### config.mk
export PLATFORM = sky130hd
export DESIGN_NAME = pe_seq_ctrl_flat
export DESIGN_NICKNAME = d
export VERILOG_FILES = /design/src/rtl/pe_seq_ctrl_pkg.sv /design/src/rtl/pe_seq_ctrl_if.sv /design/src/rtl/pe_seq_ctrl_mod_cnt.sv /design/src/rtl/pe_seq_ctrl.sv /design/src/flat_wrapper.sv
export SDC_FILE = /design/constraint.sdc
export NUM_CORES = 1
export LEC_CHECK = 0
export ABC_AREA = 1
export BUFFER_PORTS_ARGS = -buffer_cell sky130_fd_sc_hd__buf_2
export CAP_MARGIN = 20
export CORE_MARGIN = 2
export CORE_UTILIZATION = 52
export DETAILED_ROUTE_END_ITERATION = 8
export GPL_TIMING_DRIVEN = 0
export PLACE_DENSITY = 0.84
export SYNTH_ARGS = -nofsm -noshare
export SYNTH_HDL_FRONTEND = slang
export SYNTH_SLANG_ARGS = --single-unit
### constraint.sdc
create_clock -name clk -period 2.25 [get_ports clk]
set_input_delay 0.45 -clock clk [delete_from_list [all_inputs] [get_ports clk]]
set_output_delay 0.45 -clock clk [all_outputs]
set_load 0.1 [all_outputs]
### src/rtl/pe_seq_ctrl_pkg.sv
// Shared types and sizing for the PE sequencer: PE packet, PE beat state and sequencer FSM state.
// Optional build macro PE_SEQ_WRB_BCAST_EN (see pe_seq_ctrl.sv).
package pe_seq_ctrl_pkg;

    localparam int DATA_WID = 8;
    localparam int ADDR_B   = 4;
    localparam int CAP_B    = 9;
    localparam int MUL_NUM  = 4;
    localparam int WIN_B    = 8;
    localparam int PIPE_LAT = 4;

    function automatic int cnt_w(input int m);
        return (m > 1) ? $clog2(m) : 1;
    endfunction

    localparam int BUF_B = cnt_w(MUL_NUM);
    localparam int DRN_B = cnt_w(PIPE_LAT);

    typedef enum logic [1:0] {
        INVALID = 2'd0,
        VALID   = 2'd1,
        CNN_FIN = 2'd2
    } PE_STATE;

    typedef enum logic [1:0] {
        IDLE  = 2'd0,
        LOAD  = 2'd1,
        RUN   = 2'd2,
        DRAIN = 2'd3
    } PE_SEQ_STATE;

    typedef struct packed {
        PE_STATE                          PE_state;
        logic [MUL_NUM-1:0][DATA_WID-1:0] A;
        logic [DATA_WID-1:0]              wrb_data;
        logic [ADDR_B-1:0]                wrb_addr;
        logic [MUL_NUM-1:0]               wrb;
        logic [ADDR_B-1:0]                rdb_addr;
    } PE_IN_PACKET;

    function automatic logic [MUL_NUM-1:0] onehot(input logic [BUF_B-1:0] idx);
        logic [MUL_NUM-1:0] v;
        v      = '0;
        v[idx] = 1'b1;
        return v;
    endfunction

endpackage

### src/rtl/pe_seq_ctrl_if.sv
// Job/stream/packet bundle between the layer controller side (master) and the sequencer (slave).
interface pe_seq_ctrl_if;
    import pe_seq_ctrl_pkg::*;

    logic                             start;
    logic                             clear;
    logic [WIN_B-1:0]                 win_num;
    logic                             w_valid;
    logic [DATA_WID-1:0]              w_data;
    logic                             w_ready;
    logic                             a_valid;
    logic [MUL_NUM-1:0][DATA_WID-1:0] a_data;
    logic                             a_ready;
    logic                             busy;
    logic                             done;
    PE_IN_PACKET                      pe_in_pk;

    modport master (
        output start, clear, win_num, w_valid, w_data, a_valid, a_data,
        input  w_ready, a_ready, busy, done, pe_in_pk
    );

    modport slave (
        input  start, clear, win_num, w_valid, w_data, a_valid, a_data,
        output w_ready, a_ready, busy, done, pe_in_pk
    );

endinterface

### src/rtl/pe_seq_ctrl_mod_cnt.sv
// Up-counter with enable and sync clear that wraps to zero after reaching a (possibly runtime) top value.
module mod_cnt #(
    parameter int W = 4
) (
    input  logic         clk,
    input  logic         reset,
    input  logic         en,
    input  logic         clr,
    input  logic [W-1:0] top,
    output logic [W-1:0] cnt,
    output logic         wrap
);

    assign wrap = (cnt == top);

    // NOTE: sequential state uses non-blocking assignments so every register samples pre-edge values.
    always_ff @(posedge clk or negedge reset) begin
        if (!reset) begin
            cnt <= '0;
        end else if (clr) begin
            cnt <= '0;
        end else if (en) begin
            cnt <= wrap ? '0 : cnt + W'(1);
        end
    end

endmodule

### src/rtl/pe_seq_ctrl.sv
// PE job sequencer: loads kernel weights, streams activation windows, drains the adder pipe.
// Build macro PE_SEQ_WRB_BCAST_EN: one CAP_B-beat load written to all buffers at once.
module pe_seq_ctrl
    import pe_seq_ctrl_pkg::*;
(
    input  logic         clk,
    input  logic         reset,
    pe_seq_ctrl_if.slave bus
);

    PE_SEQ_STATE       state;
    PE_IN_PACKET       pkt;
    logic              done_q;
    logic [WIN_B-1:0]  win_num_q;

    logic [ADDR_B-1:0] addr_cnt;
    logic              addr_last;
    logic [WIN_B-1:0]  win_cnt;
    logic              win_last;
    logic [DRN_B-1:0]  drn_cnt;
    logic              drn_last;

    logic w_acc, a_acc, fin_beat, load_last;

    assign w_acc    = (state == LOAD) && bus.w_valid;
    assign a_acc    = (state == RUN) && bus.a_valid;
    assign fin_beat = a_acc && addr_last;

    mod_cnt #(.W(ADDR_B)) u_addr_cnt (
        .clk, .reset, .en(w_acc || a_acc), .clr(bus.clear),
        .top(ADDR_B'(CAP_B - 1)), .cnt(addr_cnt), .wrap(addr_last)
    );

`ifdef PE_SEQ_WRB_BCAST_EN
    assign load_last = w_acc && addr_last;
`else
    logic [BUF_B-1:0] buf_cnt;
    logic             buf_last;

    mod_cnt #(.W(BUF_B)) u_buf_cnt (
        .clk, .reset, .en(w_acc && addr_last), .clr(bus.clear),
        .top(BUF_B'(MUL_NUM - 1)), .cnt(buf_cnt), .wrap(buf_last)
    );

    assign load_last = w_acc && addr_last && buf_last;
`endif

    // Window count ends at the latched job size; it is only consulted in RUN, where win_num_q >= 1.
    mod_cnt #(.W(WIN_B)) u_win_cnt (
        .clk, .reset, .en(fin_beat), .clr(bus.clear || (fin_beat && win_last)),
        .top(win_num_q - WIN_B'(1)), .cnt(win_cnt), .wrap(win_last)
    );

    mod_cnt #(.W(DRN_B)) u_drn_cnt (
        .clk, .reset, .en(state == DRAIN), .clr(bus.clear),
        .top(DRN_B'(PIPE_LAT - 1)), .cnt(drn_cnt), .wrap(drn_last)
    );

    always_ff @(posedge clk or negedge reset) begin
        if (!reset) begin
            state     <= IDLE;
            pkt       <= '0;
            done_q    <= 1'b0;
            win_num_q <= '0;
        end else begin
            done_q       <= 1'b0;
            pkt.PE_state <= INVALID;
            pkt.wrb      <= '0;
            // clear outranks start and any in-flight beat.
            if (bus.clear) begin
                state <= IDLE;
            end else begin
                case (state)
                    IDLE: begin
                        if (bus.start) begin
                            win_num_q <= bus.win_num;
                            state     <= LOAD;
                        end
                    end
                    LOAD: begin
                        if (w_acc) begin
                            pkt.wrb_data <= bus.w_data;
                            pkt.wrb_addr <= addr_cnt;
`ifdef PE_SEQ_WRB_BCAST_EN
                            pkt.wrb      <= '1;
`else
                            pkt.wrb      <= onehot(buf_cnt);
`endif
                            if (load_last) state <= (win_num_q == '0) ? DRAIN : RUN;
                        end
                    end
                    RUN: begin
                        if (a_acc) begin
                            pkt.A        <= bus.a_data;
                            pkt.rdb_addr <= addr_cnt;
                            pkt.PE_state <= addr_last ? CNN_FIN : VALID;
                            if (fin_beat && win_last) state <= DRAIN;
                        end
                    end
                    DRAIN: begin
                        if (drn_last) begin
                            done_q <= 1'b1;
                            state  <= IDLE;
                        end
                    end
                    default: state <= IDLE;
                endcase
            end
        end
    end

    // busy covers the done cycle so it falls together with done.
    assign bus.w_ready  = (state == LOAD);
    assign bus.a_ready  = (state == RUN);
    assign bus.busy     = (state != IDLE) || done_q;
    assign bus.done     = done_q;
    assign bus.pe_in_pk = pkt;

endmodule

### src/flat_wrapper.sv
// flat-port wrapper written by rule: the top's interface ports become plain ports
module pe_seq_ctrl_flat import pe_seq_ctrl_pkg::*;
  (clk, reset, bus_start, bus_clear, bus_win_num, bus_w_valid, bus_w_data, bus_a_valid, bus_a_data, bus_w_ready, bus_a_ready, bus_busy, bus_done, bus_pe_in_pk);
  pe_seq_ctrl_if bus_i ();
  input  logic clk;
  input  logic reset;
  input wire logic [$bits(bus_i.start)-1:0] bus_start;
  input wire logic [$bits(bus_i.clear)-1:0] bus_clear;
  input wire logic [$bits(bus_i.win_num)-1:0] bus_win_num;
  input wire logic [$bits(bus_i.w_valid)-1:0] bus_w_valid;
  input wire logic [$bits(bus_i.w_data)-1:0] bus_w_data;
  input wire logic [$bits(bus_i.a_valid)-1:0] bus_a_valid;
  input wire logic [$bits(bus_i.a_data)-1:0] bus_a_data;
  output wire logic [$bits(bus_i.w_ready)-1:0] bus_w_ready;
  output wire logic [$bits(bus_i.a_ready)-1:0] bus_a_ready;
  output wire logic [$bits(bus_i.busy)-1:0] bus_busy;
  output wire logic [$bits(bus_i.done)-1:0] bus_done;
  output wire logic [$bits(bus_i.pe_in_pk)-1:0] bus_pe_in_pk;
  assign bus_i.start = bus_start;
  assign bus_i.clear = bus_clear;
  assign bus_i.win_num = bus_win_num;
  assign bus_i.w_valid = bus_w_valid;
  assign bus_i.w_data = bus_w_data;
  assign bus_i.a_valid = bus_a_valid;
  assign bus_i.a_data = bus_a_data;
  assign bus_w_ready = bus_i.w_ready;
  assign bus_a_ready = bus_i.a_ready;
  assign bus_busy = bus_i.busy;
  assign bus_done = bus_i.done;
  assign bus_pe_in_pk = bus_i.pe_in_pk;
  pe_seq_ctrl u_core (.clk(clk), .reset(reset), .bus(bus_i));
endmodule
==> summary.md, run 1 <==
### Die
* 52.9% — starting utilization of the core area
* 89.2 um — height of the die
* 112 — Top Ports
* 31 — num rows
* 89.2 um — die outline width
* 0.00795 mm2 — area enclosed by the die boundary
* 0.00714 mm2 — core area

### Yosys
* 81 — FF+latch count, synth
* 454 — Mapped Cells
* 0 — number of flops mapped to enable cells by yosys
* 522 — net count after synthesis
* 28 — Netlist cell types
* dfrtp_1 54%, nand2_1 19%, ha_1 4.6% — most area-consuming cells after synthesis
* 0 — number of warnings issued by yosys
* 53.7% — post-synth top area share
* 100% — post-synthesis async set-or-reset flop share
* 191 x nand2_1, 81 x dfrtp_1, 33 x inv_1, 30 x nor2_1, 22 x nand3_1 — commonest cells in the netlist
* 8.31 um2 — Mapped Avg Cell Area
* 0.00377 mm2 — area of the mapped netlist
* 53.7% — Seq/Total Area, Yosys
* dfrtp_1 — cell type with the highest aggregate area in the netlist
* nand2_1 — most frequent cell after synthesis
* dfrtp_1 — Synth Flop Type

### CTS
* 3 — H-tree lvl count
* 0 — cts-stage hold buffer count
* 9 — clock buffers created by TritonCTS
* 2 — number of buffers on the longest clock path
* 0.35 ns — clock insertion delay at the later pin of the skew report
* 81 — clk sinks
* clkbuf_8 — clock root buffer
* done — clock tree from TritonCTS
* 0.08 ns — CTS clk-pin slew, worst paths

### Critical path
* 1.80 ns — required time worst endpoint
* output port — CP endpoint kind
* 1.66 ns — critical path data arrival time
* flip-flop — type of origin of the critical path
* flip-flop to output port — Crit Path Class
* 5 — largest fanout on the critical path

### STA
* 0 ns — setup_tns
* 0.00872 ns — maximum clock skew at final layout
* 0 — final-report hold violation count
* 93.9% — share of the clock period used by the worst path
* false — setup repair after global routing missed its margin
* 64.5% — relative slew slack
* 0 — # setup viols final
* 0 — total count of max-transition violations in the final report
* 0.533 ns — actual transition at the worst max-transition pin
* 0.138 ns — worst setup slack after layout
* 2.11 ns — Min Clock Period, post-route
* 473 MHz — highest clock rate

### Placement
* 0.228 ns — dpl ws
* 6.15 mm — Detail Placement HPWL
* 664 — # placed instances
* 110 — input/output buffers
* 0.858 — final weighted congestion in routability-driven placement

### Global routing
* 0 — antenna violations before repair
* 3169 — via count of the first global-routing pass
* 13.3 mm — first-pass GRT wire length
* 21.2% — Total Routing Usage GR
* 43 — pin count of the biggest net entering global routing
* 0 — gr ovfl total

### Routing
* 8.19 mm — final wirelength
* 3237 — via count
* 0 — post-route antenna net violation count
* 186 — Iteration-0 DRC Markers
* 12.1 um — post-detailed-route wirelength per cell
* 0 — drc violations
* 4.77 — vias per inst
* 4 — number of iterations in the first detailed-routing pass

### Cells and area
* 25.1% — Layout area overhead
* 679 — non-filler instance count after layout
* 27.6% — fraction of final layout cells with drive strength greater than 1
* 0 — count of inserted antenna diode cells
* 644 — Final nets

### Run
* 0 — number of maximum-capacitance constraint violations

### Min path
* input pin to async pin — hold crit path type

### Run status
* finished, final reports clean — status

metal layers:
| layer | vias up | wire, um | GRT usage, % |
|---|---|---|---|
| met5 | - | 0 | 0 |
| met4 | 0 | 156 | 8.28 |
| met3 | 16 | 247 | 2.86 |
| met2 | 68 | 4230 | 36.7 |
| met1 | 1503 | 3560 | 27.1 |
| li1 | 1650 | - | - |
cell usage in the layout (no fill, tap or decap), types with 2 or more instances in the layout:
cell type	Yosys	layout
nand2_1	191	191
buf_2	1	109
dfrtp_1	81	81
inv_1	33	33
nor2_1	30	29
nand3_1	22	22
o21ai_0	15	15
ha_1	14	12
clkbuf_1	9	9
a21oi_1	9	9
clkbuf_8	0	9
nor2_2	7	8
inv_2	7	7
nand2_2	5	5
xor2_1	5	5
o21ai_1	5	5
nor2_4	3	3
bufinv_16	0	3
or2_2	2	2
xnor2_1	2	2
nand3_2	2	2
nand3b_1	2	2
o22ai_1	2	2
ha_2	0	2
inv_6	0	2
buf_4	0	2
kinds of logic after synthesis:
| family | Yosys count | synth area share [%] |
|---|---|---|
| adder cells (fa/ha/maj) | 14 | 4.64 |
| flip-flops | 81 | 53.7 |
| XOR/XNOR | 7 | 1.63 |
| buffers and inverters | 51 | 5.31 |
| AND/OR/NAND/NOR | 266 | 29.5 |
| AO/OA/AOI/OAI | 33 | 4.64 |
| multiplexers | 2 | 0.564 |
final timing paths:
kind                                                          start                                   to  slack, ns  depth (start not counted)
max in group asynchronous                                     reset   u_core.bus.pe_in_pk[8]$_DFFE_PN0P_       1.57                          2
worst min-delay path                                          reset          u_core.state[0]$_DFFE_PN0P_       0.08                          1
worst min register to register  u_core.bus.pe_in_pk[26]$_DFFE_PN0P_  u_core.bus.pe_in_pk[26]$_DFFE_PN0P_       0.47                          2
worst max register to register          u_core.state[1]$_DFFE_PN0P_  u_core.bus.pe_in_pk[11]$_DFFE_PN0P_       0.28                          7
worst max-delay path                    u_core.state[0]$_DFFE_PN0P_                             bus_busy       0.14                          5
min in group clk                                     bus_a_data[28]  u_core.bus.pe_in_pk[48]$_DFFE_PN0P_       0.29                          3
sequential cells by signal, summed over array words and instances, names as in the netlist:
name and count:
u_core.bus.done 1, u_core.bus.pe_in_pk 54, u_core.u_drn_cnt.cnt 2, u_core.u_win_cnt.cnt 8
u_core.win_num_q 8, u_core.u_buf_cnt.cnt 2, u_core.u_addr_cnt.cnt 4, u_core.state 2
worst max-delay path, stage by stage (launching register included):
cell	delay (ns)
dfrtp_1	0.42
inv_1	0.16
ha_1	0.19
inv_1	0.06
or2_2	0.26
buf_4	0.23
stage by stage:
step | hold slack, ns | util [%] | instance area (um2)
finish | 0.0783 | 66.1 | 4720
global route | 0.114 | 66.1 | 4720
CTS | 0.0848 | 66.0 | 4710
detailed placement | 0.453 | 62.7 | 4470
global placement | 0.448 | 62.4 | 4450
floorplan | 0.154 | - | 3780
repair_timing:
item	CTS	global route
setup buffers	0	0
endpoints found under the setup margin	0	4
resized for setup	0	3
layout make-up:
cell class,instances,area (um2)
timing repair buffer,111,576
fill,608,2420
clock inverter,6,115
buffer,11,50.0
clock buffer,9,124
inverter,40,150
sequential,81,2030
multi-input combinational,322,1550
tap,99,124
Power of run 1 is not shown: default switching activity piles up to over one toggle a cycle in this logic, so the estimate is an artifact.
==> run 2: changes to the inputs <==
Settings changed: CELL_PAD_IN_SITES_DETAIL_PLACEMENT from default to 0, CELL_PAD_IN_SITES_GLOBAL_PLACEMENT from default to 1, CORE_UTILIZATION 52 to 37, PLACE_DENSITY 0.84 to 0.83.
==> summary.md, run 2 (synthesis gave the netlist of run 1 again) <==
### STA
* 0 — total count of max-transition violations in the final report, unchanged
* 0 ns — setup_tns, unchanged
* 66.4% — relative slew slack, +1.9 points
* false — setup repair after global routing missed its margin
* 478 MHz — highest clock rate, +1.0%
* 2.09 ns — Min Clock Period, post-route, -0.0216 ns
* 0 — # setup viols final, unchanged
* 0.507 ns — actual transition at the worst max-transition pin, -0.0257 ns
* 92.9% — share of the clock period used by the worst path, -0.96 points
* 0 — final-report hold violation count, unchanged
* 0.00727 ns — maximum clock skew at final layout, -0.00145 ns

### Global routing
* 0 — gr ovfl total, unchanged
* 15.0 mm — first-pass GRT wire length, +13%
* 0 — antenna violations before repair, unchanged
* 16.7% — Total Routing Usage GR, -4.5 points
* 72 — pin count of the biggest net entering global routing, +67%
* 3232 — via count of the first global-routing pass, +2.0%

### Min path
* bus_a_data[28] — startpoint of the worst hold path
* input pin to flip-flop — hold crit path type
* u_core.bus.pe_in_pk[48]$_DFFE_PN0P_ — WHS Endpoint
* 3 — depth of the worst hold-timing path

### Routing
* 12.0 um — post-detailed-route wirelength per cell, -0.92%
* 0 — post-route antenna net violation count, unchanged
* 8.55 mm — final wirelength, +4.3%
* 0 — drc violations, unchanged
* 3202 — via count, -1.1%
* 4 — number of iterations in the first detailed-routing pass, unchanged
* 4.48 — vias per inst, -6.1%
* 136 — Iteration-0 DRC Markers, -27%

### Critical path
* dfrtp_1 — Slowest-stage cell, CP
* 0.42 ns — delay contributed by the slowest stage of the critical path, about the same
* output port — CP endpoint kind
* u_core.state[1]$_DFFE_PN0P_ — start of the worst register-to-register path
* 5 — largest fanout on the critical path, unchanged
* 0.29 ns — worst setup slack for register-to-register paths, about the same
* flip-flop — type of origin of the critical path
* flip-flop to output port — Crit Path Class
* inv_1 — most frequent cell on the critical path
* u_core.bus.pe_in_pk[17]$_DFFE_PN0P_ — capturing point of the worst reg2reg path
* 8 — Worst Reg-to-Reg Cells, +1
* 1.80 ns — required time worst endpoint, about the same
* inv_1 -> ha_1 -> inv_1 -> or2_2 -> buf_4 — Cell Chain, Critical Path
* 1.64 ns — critical path data arrival time, -0.02 ns

### CTS
* 3 — H-tree lvl count, unchanged
* 0 — Post-CTS Setup Inserts, unchanged
* clkbuf_8 — clock root buffer
* done — clock tree from TritonCTS
* 9 — clock buffers created by TritonCTS, unchanged
* 81 — clk sinks, unchanged
* 2 — number of buffers on the longest clock path, unchanged
* 0.09 ns — CTS clk-pin slew, worst paths, about the same
* 0.35 ns — clock insertion delay at the later pin of the skew report, about the same

### Cells and area
* 191 x nand2_1, 109 x buf_2, 81 x dfrtp_1, 33 x inv_1, 30 x nor2_1 — most frequent cells in the layout
* 27.1% — fraction of final layout cells with drive strength greater than 1, -0.44 points
* 25.5% — Layout area overhead
* 0 — count of inserted antenna diode cells, unchanged
* 645 — Final nets, +0.16%
* 54 — Largest register FFs, unchanged
* 1007 — fill cell count, +66%
* nand2_1 — most common cell after layout, fill and taps aside

### Die
* 0.0110 mm2 — area enclosed by the die boundary, +39%
* 105 um — die outline width, +18%
* 38.4% — starting utilization of the core area, -14 points
* 105 um — height of the die, +18%
* 36 — num rows, +16%
* 112 — Top Ports, unchanged
* 0.00982 mm2 — core area, +38%

### Run
* 0 — number of maximum-capacitance constraint violations, unchanged

### Placement
* 6.39 mm — Detail Placement HPWL, +3.9%
* 110 — input/output buffers, unchanged
* 0.816 — final weighted congestion in routability-driven placement, -4.9%

### Run status
* finished, final reports clean — status

==> run 2: changes by cell type in the layout (fill, tap and decap cells not counted), moves of 2 or more <==
cell	previous run	this run
clkinv_4	0	2
clkbuf_1	9	11
bufinv_16	3	1
inv_6	2	0
==> run 2: how the worst max path moves through the flow <==
stage | startpoint | endpoint | slack [ns] | cells after the start
finish | u_core.state[0]$_DFFE_PN0P_ | bus_busy | 0.16 | 5
global route | u_core.state[0]$_DFFE_PN0P_ | bus_busy | 0.02 | 5
CTS | u_core.state[0]$_DFFE_PN0P_ | bus_busy | 0.08 | 5
detailed placement | u_core.state[0]$_DFFE_PN0P_ | u_core.bus.pe_in_pk[46]$_DFFE_PN0P_ | 0.28 | 8
global placement | reset | u_core.bus.pe_in_pk[30]$_DFFE_PN0P_ | 0.09 | 1
floorplan | u_core.state[0]$_DFFE_PN0P_ | u_core.bus.pe_in_pk[0]$_DFFE_PN0P_ | 0.15 | 8
==> run 2: critical path: cells and delay by family (launching register included) <==
family / cells / cell delay [ns]
adders and majority gates: 1 / 0.19
and+or+nand+nor: 1 / 0.26
DFF: 1 / 0.42
buffers and inverters: 3 / 0.43
==> run 2: per-layer routing <==
layer / routed length [um] / vias to the layer above / global-route usage, %
met5: 0 / - / 0
met4: 162 / 0 / 7.14
met3: 273 / 15 / 2.56
met2: 4120 / 64 / 27.3
met1: 4000 / 1475 / 22.1
li1: - / 1648 / -
==> run 2: layout make-up <==
type                            count  area, um2  area share (%)
Tap cell                          133        166            3.51
Buffer                             11       50.0            1.06
Clock inverter                      4       52.6            1.11
Clock buffer                       12        145            3.07
Timing Repair Buffer              112        593            12.5
Sequential cell                    81       2030            42.8
Inverter                           40        150            3.17
Multi-Input combinational cell    322       1550            32.7
==> run 2: repair_timing <==
action / 4_1_cts / 5_1_grt
hold buffers: 1 / 0
setup endpoints to repair: 0 / 1
resized for setup: 0 / 2
endpoints found under the hold margin: 10 / 0
==> run 2: per-stage QoR <==
stage | instances | area (um2) | worst slack [ns] | util [%] | hold slack (ns)
after floorplan | 454 | 3780 | 0.155 | - | 0.154
final | 715 | 4730 | 0.159 | 48.2 | 0.298
after detailed placement | 698 | 4520 | 0.278 | 46.1 | 0.307
after global routing | 715 | 4730 | 0.0212 | 48.2 | 0.272
after global placement | 697 | 4490 | 0.0889 | 45.8 | 0.450
after CTS | 715 | 4730 | 0.0813 | 48.2 | 0.278
Power of run 2 is left out for the same reason.
==> run 3: changes to the inputs <==
Settings changed: CORE_UTILIZATION 37 to 39, SYNTH_HIERARCHICAL from default to 1.
==> summary.md, run 3 <==
### Cells and area
* 54 — Largest register FFs, unchanged
* 0.00523 mm2 — finished layout cell area, +10%
* 693 — non-filler instance count after layout, -3.1%
* 43.6% — fraction of final layout cells with drive strength greater than 1, +16 points
* 617 — Final nets, -4.3%
* 0 — count of inserted antenna diode cells, unchanged
* buf_2 — most common cell after layout, fill and taps aside
* 111 x buf_2, 81 x dfrtp_1, 79 x nand2_1, 54 x inv_1, 40 x mux2_2 — most frequent cells in the layout
* 32.0% — Layout area overhead
* 893 — fill cell count, -11%

### Die
* 112 — Top Ports, unchanged
* 36 — num rows, unchanged
* 0.0110 mm2 — area enclosed by the die boundary, -0.33%
* 105 um — height of the die, -0.17%
* 0.00982 mm2 — core area, unchanged
* 105 um — die outline width, -0.17%
* 40.4% — starting utilization of the core area, +1.9 points

### Run status
* complete, but fails checks — status
* negative setup slack — violated checks

### CTS
* 9 — clock buffers created by TritonCTS, unchanged
* 3 — H-tree lvl count, unchanged
* clkbuf_8 — clock root buffer
* 0.09 ns — CTS clk-pin slew, worst paths, about the same
* 0.34 ns — clock insertion delay at the later pin of the skew report, about the same
* done — clock tree from TritonCTS
* 0 — cts-stage hold buffer count, -1
* 81 — clk sinks, unchanged
* 2 — number of buffers on the longest clock path, unchanged

### Yosys
* 81 — FF+latch count, synth, unchanged
* 51.2% — post-synth top area share, -2.6 points
* 84 x nand2_1, 81 x dfrtp_1, 57 x inv_1, 40 x mux2_2, 32 x nor2_1 — commonest cells in the netlist
* 100% — post-synthesis async set-or-reset flop share, unchanged
* 405 — Mapped Cells, -11%
* 9.78 um2 — Mapped Avg Cell Area, +18%
* 0.00396 mm2 — area of the mapped netlist, +5.0%
* 28 — Netlist cell types, unchanged
* 0 — number of flops mapped to enable cells by yosys, unchanged
* 6 — number of warnings issued by yosys, +6
* dfrtp_1 — Synth Flop Type
* nand2_1 — most frequent cell after synthesis
* dfrtp_1 — cell type with the highest aggregate area in the netlist
* 51.2% — Seq/Total Area, Yosys, -2.6 points
* dfrtp_1 51%, mux2_2 11%, nand2_1 8.0% — most area-consuming cells after synthesis

### Routing
* 0 — drc violations, unchanged
* 3102 — via count, -3.1%
* 0 — post-route antenna net violation count, unchanged
* 4 — number of iterations in the first detailed-routing pass, unchanged
* 4.48 — vias per inst, about the same
* 8.23 mm — final wirelength, -3.7%
* 165 — Iteration-0 DRC Markers, +21%
* 11.9 um — post-detailed-route wirelength per cell, -0.62%

### Global routing
* 3137 — via count of the first global-routing pass, -2.9%
* 13.6 mm — first-pass GRT wire length, -9.1%
* 0 — antenna violations before repair, unchanged
* 44 — pin count of the biggest net entering global routing, -39%
* 0 — gr ovfl total, unchanged
* 15.1% — Total Routing Usage GR, -1.6 points

### STA
* 439 MHz — highest clock rate, -8.3%
* 65.2% — relative slew slack, -1.3 points
* 1 — # setup viols final, +1
* 0 — total count of max-transition violations in the final report, unchanged
* 0.523 ns — actual transition at the worst max-transition pin, +0.0159 ns
* 101% — share of the clock period used by the worst path, +8.4 points
* 0.0123 ns — maximum clock skew at final layout, +0.00502 ns
* true — setup repair after global routing missed its margin
* -0.0291 ns — setup_tns, -0.0291 ns
* 2.28 ns — Min Clock Period, post-route, +0.188 ns
* -0.0291 ns — worst setup slack after layout, -0.188 ns
* 0 — final-report hold violation count, unchanged

### Min path
* input pin to async pin — hold crit path type

### Critical path
* u_core/win_num_q[2]$_DFFE_PN0P_ — start of the worst register-to-register path
* 4 — largest fanout on the critical path, -1
* u_core/u_win_cnt/cnt[5]$_DFFE_PN0P_ — capturing point of the worst reg2reg path
* 2.55 ns — critical path data arrival time, +0.91 ns
* flip-flop to flip-flop — Crit Path Class
* -0.03 ns — worst setup slack for register-to-register paths, -0.32 ns
* flip-flop — CP endpoint kind
* 2.52 ns — required time worst endpoint, +0.72 ns
* flip-flop — type of origin of the critical path
* 17 — Worst Reg-to-Reg Cells, +9

### Run
* 0 — number of maximum-capacitance constraint violations, unchanged

### Placement
* -0.241 ns — dpl ws, -0.519 ns
* 5.94 mm — Detail Placement HPWL, -7.0%
* 0.00478 mm2 — post-place instance area, +5.6%
* 111 — input/output buffers, +0.91%
* 664 — # placed instances, -4.9%
* 0.751 — final weighted congestion in routability-driven placement, -7.9%

[run 3: logic make-up after synthesis]
| family | count (synthesis) | synth area share [%] |
|---|---|---|
| DFF | 81 | 51.2 |
| other | 2 | 0.190 |
| muxes | 43 | 12.4 |
| AOI/OAI and AO/OA | 36 | 5.40 |
| adders and majority gates | 8 | 2.53 |
| xor gates and xnor gates | 15 | 3.32 |
| and+or+nand+nor | 152 | 17.3 |
| buffers and inverters | 68 | 7.67 |
[run 3: worst max-delay path by stage]
| stage | startpoint | depth (start not counted) | end |
|---|---|---|---|
| global placement | u_core/win_num_q[0]$_DFFE_PN0P_ | 17 | u_core/u_win_cnt/cnt[7]$_DFFE_PN0P_ |
| detailed placement | u_core/win_num_q[0]$_DFFE_PN0P_ | 18 | u_core/u_win_cnt/cnt[2]$_DFFE_PN0P_ |
| CTS | u_core/win_num_q[2]$_DFFE_PN0P_ | 19 | u_core/u_win_cnt/cnt[7]$_DFFE_PN0P_ |
| finish | u_core/win_num_q[2]$_DFFE_PN0P_ | 17 | u_core/u_win_cnt/cnt[5]$_DFFE_PN0P_ |
| global route | u_core/win_num_q[0]$_DFFE_PN0P_ | 17 | u_core/u_win_cnt/cnt[5]$_DFFE_PN0P_ |
| floorplan | u_core/win_num_q[0]$_DFFE_PN0P_ | 17 | u_core/u_win_cnt/cnt[5]$_DFFE_PN0P_ |
[run 3: final cells by class]
type | count | area, um2 | share of cell area (%)
flip-flops and latches | 81 | 2030 | 38.8
multi-input cells | 270 | 1810 | 34.7
repair buffers | 125 | 676 | 12.9
inverters | 61 | 231 | 4.43
well taps | 133 | 166 | 3.18
clock buffers | 10 | 128 | 2.44
clock inverters | 6 | 115 | 2.20
plain buffers | 7 | 72.6 | 1.39
[run 3: stage by stage]
step,util [%],hold slack (ns)
2_1_floorplan,-,0.154
3_3_place_gp,48.4,0.464
3_5_place_dp,48.6,0.466
4_1_cts,52.2,0.0770
5_1_grt,53.3,0.0986
6_report,53.3,0.0773
[run 3: timing repair]
item,in CTS,in global routing
pin swaps,16,8
gates resized for setup,14,13
endpoints found under the setup margin,9,10
buffers inserted,8,5
[run 3: layer usage]
metal	vias to the layer above	part of all wire (%)	GRT usage, %
li1	1562	-	-
met1	1433	45	19.3
met2	101	47	25.8
met3	6	6.0	2.99
met4	0	1.1	4.86
met5	-	0	0
[run 3: worst max-delay path, cell delays in order (launching register included)]
cell	delay (ns)
dfrtp_1	0.40
buf_4	0.15
nor2_4	0.09
nand2_4	0.07
nor2_4	0.12
xor2_1	0.20
xnor2_1	0.16
nand2_2	0.09
nor2_4	0.10
nand2_4	0.06
inv_2	0.05
nand2_2	0.05
nand2_2	0.10
nor2_4	0.06
nor2_4	0.14
nand3_2	0.09
xor2_2	0.16
a21oi_2	0.10
Power of run 3 is left out for the same reason.
